### src/rtl/mc_pkg.sv
// Shared constants for the multicycle main control unit: opcodes, state
// encoding, ALU operation codes and datapath select encodings.
package mc_pkg;

    // Opcode field values (instruction bits [31:26]) of the supported subset.
    localparam logic [5:0] OP_RTYPE = 6'b000000;
    localparam logic [5:0] OP_LW    = 6'b100011;
    localparam logic [5:0] OP_SW    = 6'b101011;
    localparam logic [5:0] OP_BEQ   = 6'b000100;
    localparam logic [5:0] OP_ADDI  = 6'b001000;
    localparam logic [5:0] OP_J     = 6'b000010;

    // Control FSM states; codes 12-15 are unused and recover to fetch.
    typedef enum logic [3:0] {
        S_FETCH  = 4'd0,
        S_DECODE = 4'd1,
        S_MEMADR = 4'd2,
        S_MEMRD  = 4'd3,
        S_MEMWB  = 4'd4,
        S_MEMWR  = 4'd5,
        S_EXEC   = 4'd6,
        S_ALUWB  = 4'd7,
        S_BEQ    = 4'd8,
        S_ADDIEX = 4'd9,
        S_ADDIWB = 4'd10,
        S_JUMP   = 4'd11
    } state_e;

    // Operation requests to the downstream ALU control decoder.
    localparam logic [1:0] ALUOP_ADD  = 2'b00;
    localparam logic [1:0] ALUOP_SUB  = 2'b01;
    localparam logic [1:0] ALUOP_FUNC = 2'b10;

    // ALU operand B select encodings.
    localparam logic [1:0] SRCB_REG     = 2'b00;
    localparam logic [1:0] SRCB_FOUR    = 2'b01;
    localparam logic [1:0] SRCB_IMM     = 2'b10;
    localparam logic [1:0] SRCB_IMM_SH2 = 2'b11;

    // Next-PC select encodings.
    localparam logic [1:0] PCSRC_ALU    = 2'b00;
    localparam logic [1:0] PCSRC_ALUOUT = 2'b01;
    localparam logic [1:0] PCSRC_JUMP   = 2'b10;

endpackage

### src/rtl/mc_control_if.sv
// Bundle between the main control unit and the multicycle datapath.
// The master side is the control unit; the slave side is the datapath.
interface mc_control_if;
    logic [5:0] Opcode;
    logic       Zero;
    logic       mem_ready;
    logic       IorD;
    logic       MemWrite;
    logic       IRWrite;
    logic       RegDst;
    logic       MemtoReg;
    logic       RegWrite;
    logic       ALUSrcA;
    logic [1:0] ALUSrcB;
    logic [1:0] ALUOp;
    logic [1:0] PCSrc;
    logic       PCEn;
    logic       illegal_op;
    logic [3:0] state_dbg;

    modport master (
        input  Opcode, Zero, mem_ready,
        output IorD, MemWrite, IRWrite, RegDst, MemtoReg, RegWrite,
               ALUSrcA, ALUSrcB, ALUOp, PCSrc, PCEn, illegal_op, state_dbg
    );

    modport slave (
        output Opcode, Zero, mem_ready,
        input  IorD, MemWrite, IRWrite, RegDst, MemtoReg, RegWrite,
               ALUSrcA, ALUSrcB, ALUOp, PCSrc, PCEn, illegal_op, state_dbg
    );
endinterface

### src/rtl/mc_control.sv
// Multicycle main control unit: Moore FSM sequencing fetch, decode, execute,
// memory and writeback, with memory-ready stalls and a sticky illegal-opcode
// flag. Outputs depend on the registered state, gated only by mem_ready,
// Zero (for the branch PC enable) and the reset input.
module mc_control
    import mc_pkg::*;
#(
    parameter bit USE_MEM_READY = 1'b1
) (
    input  logic         clk,
    input  logic         rst_n,
    mc_control_if.master bus
);

    state_e state_r;
    state_e state_nx_s;
    logic   illegal_op_r;
    logic   illegal_hit_s;
    logic   mem_rdy_s;
    logic   pc_write_s;
    logic   branch_s;

    // With the handshake disabled every memory access completes at once.
    assign mem_rdy_s = USE_MEM_READY ? bus.mem_ready : 1'b1;

    // State register and sticky illegal-opcode flag, synchronous active-low reset.
    always_ff @(posedge clk) begin
        if (!rst_n) begin
            state_r      <= S_FETCH;
            illegal_op_r <= 1'b0;
        end else begin
            state_r <= state_nx_s;
            if (illegal_hit_s) begin
                illegal_op_r <= 1'b1;
            end else begin
                illegal_op_r <= illegal_op_r;
            end
        end
    end

    // Next-state and output decode; reset forces fetch selects with all writes off.
    always_comb begin
        state_nx_s    = S_FETCH;
        illegal_hit_s = 1'b0;
        pc_write_s    = 1'b0;
        branch_s      = 1'b0;
        bus.IorD      = 1'b0;
        bus.MemWrite  = 1'b0;
        bus.IRWrite   = 1'b0;
        bus.RegDst    = 1'b0;
        bus.MemtoReg  = 1'b0;
        bus.RegWrite  = 1'b0;
        bus.ALUSrcA   = 1'b0;
        bus.ALUSrcB   = SRCB_REG;
        bus.ALUOp     = ALUOP_ADD;
        bus.PCSrc     = PCSRC_ALU;
        if (!rst_n) begin
            bus.ALUSrcB = SRCB_FOUR;
        end else begin
            case (state_r)
                S_FETCH: begin
                    bus.ALUSrcB = SRCB_FOUR;
                    if (mem_rdy_s) begin
                        bus.IRWrite = 1'b1;
                        pc_write_s  = 1'b1;
                        state_nx_s  = S_DECODE;
                    end else begin
                        state_nx_s  = S_FETCH;
                    end
                end
                S_DECODE: begin
                    bus.ALUSrcB = SRCB_IMM_SH2;
                    case (bus.Opcode)
                        OP_LW, OP_SW: state_nx_s = S_MEMADR;
                        OP_RTYPE:     state_nx_s = S_EXEC;
                        OP_BEQ:       state_nx_s = S_BEQ;
                        OP_ADDI:      state_nx_s = S_ADDIEX;
                        OP_J:         state_nx_s = S_JUMP;
                        default: begin
                            state_nx_s    = S_FETCH;
                            illegal_hit_s = 1'b1;
                        end
                    endcase
                end
                S_MEMADR: begin
                    bus.ALUSrcA = 1'b1;
                    bus.ALUSrcB = SRCB_IMM;
                    if (bus.Opcode == OP_SW) begin
                        state_nx_s = S_MEMWR;
                    end else begin
                        state_nx_s = S_MEMRD;
                    end
                end
                S_MEMRD: begin
                    bus.IorD = 1'b1;
                    if (mem_rdy_s) begin
                        state_nx_s = S_MEMWB;
                    end else begin
                        state_nx_s = S_MEMRD;
                    end
                end
                S_MEMWB: begin
                    bus.MemtoReg = 1'b1;
                    bus.RegWrite = 1'b1;
                end
                S_MEMWR: begin
                    // Write strobe stays up until memory accepts it.
                    bus.IorD     = 1'b1;
                    bus.MemWrite = 1'b1;
                    if (mem_rdy_s) begin
                        state_nx_s = S_FETCH;
                    end else begin
                        state_nx_s = S_MEMWR;
                    end
                end
                S_EXEC: begin
                    bus.ALUSrcA = 1'b1;
                    bus.ALUOp   = ALUOP_FUNC;
                    state_nx_s  = S_ALUWB;
                end
                S_ALUWB: begin
                    bus.RegDst   = 1'b1;
                    bus.RegWrite = 1'b1;
                end
                S_BEQ: begin
                    bus.ALUSrcA = 1'b1;
                    bus.ALUOp   = ALUOP_SUB;
                    bus.PCSrc   = PCSRC_ALUOUT;
                    branch_s    = 1'b1;
                end
                S_ADDIEX: begin
                    bus.ALUSrcA = 1'b1;
                    bus.ALUSrcB = SRCB_IMM;
                    state_nx_s  = S_ADDIWB;
                end
                S_ADDIWB: begin
                    bus.RegWrite = 1'b1;
                end
                S_JUMP: begin
                    bus.PCSrc  = PCSRC_JUMP;
                    pc_write_s = 1'b1;
                end
                default: begin
                    state_nx_s = S_FETCH;
                end
            endcase
        end
        // Zero acts in the same cycle so a taken branch loads the PC in BEQ.
        bus.PCEn = pc_write_s | (branch_s & bus.Zero);
    end

    assign bus.illegal_op = illegal_op_r;
    assign bus.state_dbg  = state_r;

endmodule

### src/flat_wrapper.sv
// flat-port wrapper written by rule: the top's interface ports become plain ports
module mc_control_flat import mc_pkg::*;
#(
    parameter bit USE_MEM_READY = 1'b1
)
  (clk, rst_n, bus_Opcode, bus_Zero, bus_mem_ready, bus_IorD, bus_MemWrite, bus_IRWrite, bus_RegDst, bus_MemtoReg, bus_RegWrite, bus_ALUSrcA, bus_ALUSrcB, bus_ALUOp, bus_PCSrc, bus_PCEn, bus_illegal_op, bus_state_dbg);
  mc_control_if bus_i ();
  input  logic clk;
  input  logic rst_n;
  input wire logic [$bits(bus_i.Opcode)-1:0] bus_Opcode;
  input wire logic [$bits(bus_i.Zero)-1:0] bus_Zero;
  input wire logic [$bits(bus_i.mem_ready)-1:0] bus_mem_ready;
  output wire logic [$bits(bus_i.IorD)-1:0] bus_IorD;
  output wire logic [$bits(bus_i.MemWrite)-1:0] bus_MemWrite;
  output wire logic [$bits(bus_i.IRWrite)-1:0] bus_IRWrite;
  output wire logic [$bits(bus_i.RegDst)-1:0] bus_RegDst;
  output wire logic [$bits(bus_i.MemtoReg)-1:0] bus_MemtoReg;
  output wire logic [$bits(bus_i.RegWrite)-1:0] bus_RegWrite;
  output wire logic [$bits(bus_i.ALUSrcA)-1:0] bus_ALUSrcA;
  output wire logic [$bits(bus_i.ALUSrcB)-1:0] bus_ALUSrcB;
  output wire logic [$bits(bus_i.ALUOp)-1:0] bus_ALUOp;
  output wire logic [$bits(bus_i.PCSrc)-1:0] bus_PCSrc;
  output wire logic [$bits(bus_i.PCEn)-1:0] bus_PCEn;
  output wire logic [$bits(bus_i.illegal_op)-1:0] bus_illegal_op;
  output wire logic [$bits(bus_i.state_dbg)-1:0] bus_state_dbg;
  assign bus_i.Opcode = bus_Opcode;
  assign bus_i.Zero = bus_Zero;
  assign bus_i.mem_ready = bus_mem_ready;
  assign bus_IorD = bus_i.IorD;
  assign bus_MemWrite = bus_i.MemWrite;
  assign bus_IRWrite = bus_i.IRWrite;
  assign bus_RegDst = bus_i.RegDst;
  assign bus_MemtoReg = bus_i.MemtoReg;
  assign bus_RegWrite = bus_i.RegWrite;
  assign bus_ALUSrcA = bus_i.ALUSrcA;
  assign bus_ALUSrcB = bus_i.ALUSrcB;
  assign bus_ALUOp = bus_i.ALUOp;
  assign bus_PCSrc = bus_i.PCSrc;
  assign bus_PCEn = bus_i.PCEn;
  assign bus_illegal_op = bus_i.illegal_op;
  assign bus_state_dbg = bus_i.state_dbg;
  mc_control #(.USE_MEM_READY(USE_MEM_READY)) u_core (.clk(clk), .rst_n(rst_n), .bus(bus_i));
endmodule
### config.mk
export PLATFORM = sky130hd
export DESIGN_NAME = mc_control_flat
export DESIGN_NICKNAME = d
export VERILOG_FILES = /design/src/rtl/mc_pkg.sv /design/src/rtl/mc_control_if.sv /design/src/rtl/mc_control.sv /design/src/flat_wrapper.sv
export SDC_FILE = /design/constraint.sdc
export NUM_CORES = 1
export LEC_CHECK = 0
export ABC_AREA = 1
export CAP_MARGIN = 20
export CORE_MARGIN = 2
export CORE_UTILIZATION = 42
export DETAILED_ROUTE_END_ITERATION = 10
export PLACE_DENSITY = 0.84
export SYNTH_ARGS = -nofsm -noshare
export SYNTH_HDL_FRONTEND = slang
export SYNTH_SLANG_ARGS = --single-unit
### constraint.sdc
create_clock -name clk -period 2.25 [get_ports clk]
set_input_delay 0.45 -clock clk [delete_from_list [all_inputs] [get_ports clk]]
set_output_delay 0.45 -clock clk [all_outputs]
set_load 0.02 [all_outputs]
==> run summary <==
Worst EP arrival - 1.70 ns
Worst Hold Class - flop to flop
Chip height - 41.1 µm
CP max FO - 5
Layout area overhead - 58.1%
Fin crit share - 95.3%
Detailed Routing Iterations Pass 1 - 4
Commonest non-fill, non-tap cell in the layout - nor2_1
Clock Latency Late Sink - 0.23 ns
Core area - 0.00128 mm²
Layout Nets - 156
Initial antenna violation count - 0
Global-route wire length before repair - 2.56 mm
CTS buffer count - 3
GRT Total Usage - 22.7%
Vias in the first global route - 649
Status - completed
Die X - 41.1 µm
Initial core utilization - 44.9%
Drt wl/cell - 9.92 µm
CTS tree - yes
Root Driver - clkbuf_4
Max-Cap Viols - 0
Area of the multi-input gates - 405 µm²
Pwr dens - 307 mW/mm²
Peak Freq - 466 MHz
CP Launch Type - input pin
Setup TNS Final - 0 ns
Post-Syn Instances - 110
Syn nets - 120
ANT cells - 0
Total Wirelength - 1.59 mm
Die area - 0.00169 mm²
Crit end category - output port
IO Pins - 29
Max clock buf depth - 2
Via density - 4.91
FF/Latch Area - 100 µm²
Syn. warnings - 0
Via Count - 786
Synth cell types - 18
Final Skew - 0.000320 ns
Sequential share of the synthesized area - 17.4%
RSZ-0062 raised after global routing - no
Worst Tran Pin Value - 0.282 ns
#FFs+latches synth - 5
Critical Path RT - 1.80 ns
Cell Area, Synth - 577 µm²
Final setup vio count - 0
Antenna viol nets, final - 0
Slew margin rel. - 81.2%
Most frequent cells in the layout - 28 x nor2_1, 24 x nand2_1, 15 x clkdlybuf4s50_1
Remaining global-route overflow - 0
Leakage power - 0.512 nW
DP Wirelength - 1.37 mm
Pre-CTS setup slack - -0.200 ns
Hold Vio Cnt, Final - 0
Setup bufs post-CTS - 0
H-tree levels - 1
Synthesized area per cell - 5.24 µm²
Tmin final - 2.15 ns
GPL Wtd Cong - 0.807
Fill cells - 113
Port buffer count - 28
Std cell rows - 13
Layout cells sized above 1 - 15.2%
Largest net degree at the start of global routing - 8
WS Path Type - input pin to output port
Starting DRT DRC Count - 11
Clk sink count - 5
Max Slew Vio Count - 0
Drc violations - 0
Final core occ - 71.0%
Clock slew at reported path FFs - 0.04 ns
Maximum vdd drop - 0.334 mV
Fin worst setup slack - 0.105 ns
repair_timing:
action	in CTS	in global routing
pin swaps	0	0
setup endpoints to repair	12	2
gates resized for setup	12	4
hold buffers	0	0
worst max-delay path, stage by stage:
cell and delay (ns):
clkdlybuf4s50_1 0.54, nand2_1 0.11, nor2_1 0.15, buf_4 0.12, dlygate4sd2_1 0.32
synthesized netlist by cell type (all sizes together):
| cell | count | area share (%) |
|---|---|---|
| nand2 | 26 | 19 |
| nand4 | 1 | 1.1 |
| clkbuf | 1 | 0.65 |
| dfxtp | 5 | 17 |
| inv | 18 | 12 |
| nand3 | 10 | 8.7 |
| a31oi | 2 | 2.2 |
| a21oi | 7 | 6.7 |
| o21ai | 7 | 6.1 |
| nor2 | 33 | 27 |
path summary, 6_finish.rpt:
path	end	slack, ns	start	cells past startpoint
worst min register to register	u_core.bus.illegal_op	0.47	u_core.bus.illegal_op	2
worst max-delay path	bus_PCSrc[1]	0.10	rst_n	5
worst max register to register	u_core.bus.state_dbg[2]	1.08	u_core.bus.state_dbg[1]	7
worst min-delay path	u_core.bus.illegal_op	0.47	u_core.bus.illegal_op	2
report_power, final:
part / leakage, nW / internal, mW / total (mW) / switching (mW)
logic: 0.456 / 0.0381 / 0.0863 / 0.0482
registers: 0.0407 / 0.0923 / 0.0965 / 0.00423
clock network: 0.0150 / 0.0667 / 0.0976 / 0.0309
per-stage QoR:
step	area, µm²	total power [mW]	hold slack, ns	cells
floorplan	577	0.145	0.538	110
finish	912	0.280	0.465	160
global placement	902	0.185	0.447	156
CTS	913	0.285	0.472	160
detailed placement	902	0.187	0.463	156
global route	912	0.301	0.505	160
cells by family after synthesis:
logic type             after synthesis  share of synthesized area, %
AO/OA/AOI/OAI                       16                          15.0
buffers and inverters               19                          12.4
flip-flops                           5                          17.4
AND/OR/NAND/NOR                     70                          55.3
state kept, by name, indices dropped and copies added, names as in the netlist:
register               count
u_core.bus.state_dbg       4
u_core.bus.illegal_op      1
layer usage:
metal | wire, µm | share of wire, % | up-vias | GRT usage, %
li1 | - | - | 418 | -
met1 | 651 | 41 | 345 | 24.7
met2 | 816 | 51 | 23 | 44.1
met3 | 119 | 7.5 | 0 | 3.80
met4 | 0 | 0 | 0 | 5.00
met5 | 0 | 0 | - | 0
cell type report:
type                            count  area share [%]
Clock buffer                        4            2.88
Inverter                           18            7.41
Multi-Input combinational cell     86            44.4
Sequential cell                     5            11.0
Tap cell                           15            2.06
Timing Repair Buffer               32            32.2
(Power assumes the default switching activity.)
